==> src/rtl/fifo_rd_sched.sv <==
// rtl/fifo_rd_sched.sv - FIFO read-side pop scheduler with registered handshake output and inter-word gap
// Define FIFO_RD_SCHED_STATS_EN to add a saturating pop_count output.
module fifo_rd_sched #(
  parameter int DATA_WIDTH = 8,
  parameter int GAP_WIDTH  = 4
) (
  input  logic                  rclk,
  input  logic                  rrst,
  input  logic                  enable,
  input  logic [GAP_WIDTH-1:0]  gap_cfg,
  input  logic                  rempty,
  input  logic [DATA_WIDTH-1:0] rdata,
  output logic                  rinc,
  output logic [DATA_WIDTH-1:0] out_data,
  output logic                  out_valid,
  input  logic                  out_ready,
`ifdef FIFO_RD_SCHED_STATS_EN
  output logic [15:0]           pop_count,
`endif
  output logic                  busy
);

  localparam logic [1:0] ST_IDLE  = 2'd0;
  localparam logic [1:0] ST_VALID = 2'd1;
  localparam logic [1:0] ST_GAP   = 2'd2;

  logic [1:0]           state;
  logic [GAP_WIDTH-1:0] gap_cnt;
  logic                 handshake;
  logic                 can_pop;

  assign handshake = (state == ST_VALID) && out_ready;
  assign can_pop   = enable && !rempty && !rrst;
  assign out_valid = (state == ST_VALID);
  assign busy      = (state != ST_IDLE);

  // A held word is only replaced in the same cycle it is accepted, and only when no gap follows.
  always_comb begin
    rinc = 1'b0;
    case (state)
      ST_IDLE:  rinc = can_pop;
      ST_VALID: rinc = can_pop && handshake && (gap_cfg == '0);
      default:  rinc = 1'b0;
    endcase
  end

  always_ff @(posedge rclk) begin
    if (rrst) begin
      state    <= ST_IDLE;
      out_data <= '0;
      gap_cnt  <= '0;
    end else begin
      case (state)
        ST_IDLE: begin
          if (rinc) begin
            out_data <= rdata;
            state    <= ST_VALID;
          end
        end
        ST_VALID: begin
          if (handshake) begin
            if (gap_cfg != '0) begin
              gap_cnt <= gap_cfg;
              state   <= ST_GAP;
            end else if (rinc) begin
              out_data <= rdata;
            end else begin
              state <= ST_IDLE;
            end
          end
        end
        ST_GAP: begin
          gap_cnt <= gap_cnt - 1'b1;
          if (gap_cnt <= GAP_WIDTH'(1)) begin
            state <= ST_IDLE;
          end
        end
        default: state <= ST_IDLE;
      endcase
    end
  end

`ifdef FIFO_RD_SCHED_STATS_EN
  always_ff @(posedge rclk) begin
    if (rrst) begin
      pop_count <= '0;
    end else if (rinc && (pop_count != 16'hFFFF)) begin
      pop_count <= pop_count + 16'd1;
    end
  end
`endif

endmodule

==> config.mk <==
export PLATFORM = sky130hd
export DESIGN_NAME = fifo_rd_sched
export DESIGN_NICKNAME = d
export VERILOG_FILES = /design/src/rtl/fifo_rd_sched.sv
export SDC_FILE = /design/constraint.sdc
export NUM_CORES = 1
export LEC_CHECK = 0
export ABC_AREA = 1
export CORE_MARGIN = 2
export CORE_UTILIZATION = 40
export DETAILED_ROUTE_END_ITERATION = 8
export HOLD_SLACK_MARGIN = 0.05
export PLACE_DENSITY_LB_ADDON = 0.2
export REMOVE_ABC_BUFFERS = 1
export SLEW_MARGIN = 20
export SYNTH_ARGS = -nofsm -noshare
export SYNTH_HDL_FRONTEND = slang
export SYNTH_SLANG_ARGS = --single-unit
==> constraint.sdc <==
create_clock -name rclk -period 1.1 [get_ports rclk]
set_input_delay 0.22 -clock rclk [delete_from_list [all_inputs] [get_ports rclk]]
set_output_delay 0.22 -clock rclk [all_outputs]
set_load 0.01 [all_outputs]
==> results.cfg <==
[synthesis]
yosys-top-cells-area = dfxtp_1 (34%), nand2_1 (11%), a21oi_2 (8.4%)
synth-seq-cells = 14
synth_cells = 114
synth_top_area_share_pct = 33.7
yosys_warnings = 0
synth.distinct_cells = 18
synth_area_leader_cell = dfxtp_1
avgSynthCellArea_um2 = 7.29
syn_area_um2 = 831
ys_seq_area_share_pct = 33.7

[clock_tree]
cts_root_buffer = clkbuf_4
clk_path_buf_depth = 2
clkLatencyLatePin_ns = 0.28
numCtsBuffers = 3
cts-htree-levels = 1
cts.sinks = 14
cts.clk_slew.worst_paths_ns = 0.09
cts_tree = done

[routing]
drt_iter0_drc = 5
wl_per_cell_um = 11.4
drt_wl_total_um = 2210
viasPerCell = 4.61
drc = 0
drt_first_pass_iters = 3
ant_nets = 0
vias = 895

[sta]
clock_skew_ns = 0.00390
fmax_ghz = 0.750
drv_slew = 0
tightest_slew_ns = 0.229
rsz0062_at_grt = true
setup_viol = 16
period_share_pct = 121
fin_ws_ns = -0.234
period_needed_ns = 1.33
relSlewSlack_pct = 84.5
hold_viol = 0

[min_path]
worstHoldEndpoint = state[1]
min_path_cells = 4
min_from = out_ready
hp-class = in -> reg

[setup_path]
rr_worst_depth = 9
worst_ep_arrival_time_ns = 1.11
cp_slowest_stage_delay_ns = 0.35
cp_top_family = flip-flops
r2r-start = state[1]
worst-setup-path-type = reg -> out
endpoint_kind = primary output
startpoint_type = flip-flop
crit_fanout = 2
r2r_end = gap_cnt[0]
critPathRequiredTime_ns = 0.88
path_cells = inv_2, nand2_4, nor2_4, nand3_4, nand2_8, buf_6
path_buf_inv = 2
regToRegSetupSlack_ns = -0.19
cp_slowest_cell = dfxtp_2
crit_start = state[1]

[die]
start_util_pct = 42.3
die_w_um = 49.6
rows = 16
top_level_ports = 28
die_h_um = 49.6
dieArea_um2 = 2460
coreArea_um2 = 1960

[finish]
nFillCells = 154
synthToLayoutAreaGrowth_pct = 76.2
antenna_cells = 0
drive_gt1_share_pct = 59.9
final_nets = 187
fin_util_pct = 74.6
mostFrequentLayoutCells = nand2_2 (16), buf_4 (16), nand2_1 (15)
finalInstanceArea_um2 = 1460

[pwr]
leakage_uw = 0.000679
power_density_nw_per_um2 = 831
peakVddDrop_mv = 0.733

[grt]
grt_overflow = 0
grt_max_degree = 11
antenna_found_initial = 0
grt_pass1_wl_um = 3770
track_usage_pct = 19.5
grt_pass1_vias = 956

[placement]
dpl_cell_area_um2 = 1240
hpwl_um = 1510
port-buffer-count = 27
gp_congestion = 0.841

[flow_run]
cap_violations = 0

[run_status]
run_status = finished, violations left
violations = setup timing
Yosys cell counts:
cell and instances:
a21oi_1 3, a21oi_2 8, clkbuf_1 1, dfxtp_1 14, ha_1 2, inv_1 12, inv_2 4, nand2_1 25
nand2_2 11, nand2_8 1, nand3_1 11, nand3_4 1, nand3b_4 1, nand4_1 1, nor2_1 12, nor2_2 2
nor2_4 2, o21ai_0 3
power breakdown:
group          total [uW]  switching (uW)  internal, uW
logic                 304             147           158
registers             537            12.7           524
clock network         375             173           201
state kept, by name (all words and copies together), names as in the netlist:
signal,count
out_data,8
state,2
gap_cnt,4
tightest hold or removal path, cell delays in order:
cell            delay (ns)
dlymetal6s2s_1        0.14
buf_4                 0.14
nand2_1               0.06
a21oi_1               0.05
what timing repair did:
action                                  in CTS  in global routing
hold buffers                                 0                  0
resized for setup                           63                 39
pin swaps                                   12                 20
buffers inserted                             6                  6
endpoints found under the setup margin      24                 24
logic make-up (layout without fill, tap and decap cells):
group	after synthesis	count (layout)	share of synthesized area, %
AO/OA/AOI/OAI	14	14	12.0
adder cells (fa/ha/maj)	2	2	3.01
buffers and inverters	17	70	7.68
flip-flops	14	14	33.7
AND/OR/NAND/NOR	67	67	43.5
metrics by stage:
stage               setup WS [ns]  total power [uW]  hold slack [ns]  setup TNS [ns]  cells
finish                     -0.234              1220            0.367           -1.99    194
global route               -0.295              1280            0.373           -3.16    194
CTS                        -0.287              1190            0.444           -2.24    191
detailed placement         -0.800               803            0.488           -7.40    182
global placement           -0.803               798            0.486           -7.01    182
floorplan                 0.00996               656            0.282               0    113
layer usage:
metal,GRT usage [%],vias up,routed length [um]
met5,0,-,0
met4,8.80,0,30
met3,2.73,4,98
met2,34.9,21,1140
met1,22.7,407,944
li1,-,463,-
layout make-up:
type                    count  area, um2  area share, %
multi-input cells          83        588           40.2
inverters                  16       62.6           4.27
clock buffers               4       36.3           2.48
well taps                  27       33.8           2.31
repair buffers             50        454           31.0
flip-flops and latches     14        289           19.7
worst max path at each step:
stage / depth (start not counted) / endpoint
after global placement: 7 / rinc
after detailed placement: 7 / rinc
after CTS: 6 / rinc
after floorplan: 4 / rinc
final: 6 / rinc
after global routing: 6 / rinc
Power figures use the tool's default switching activity.
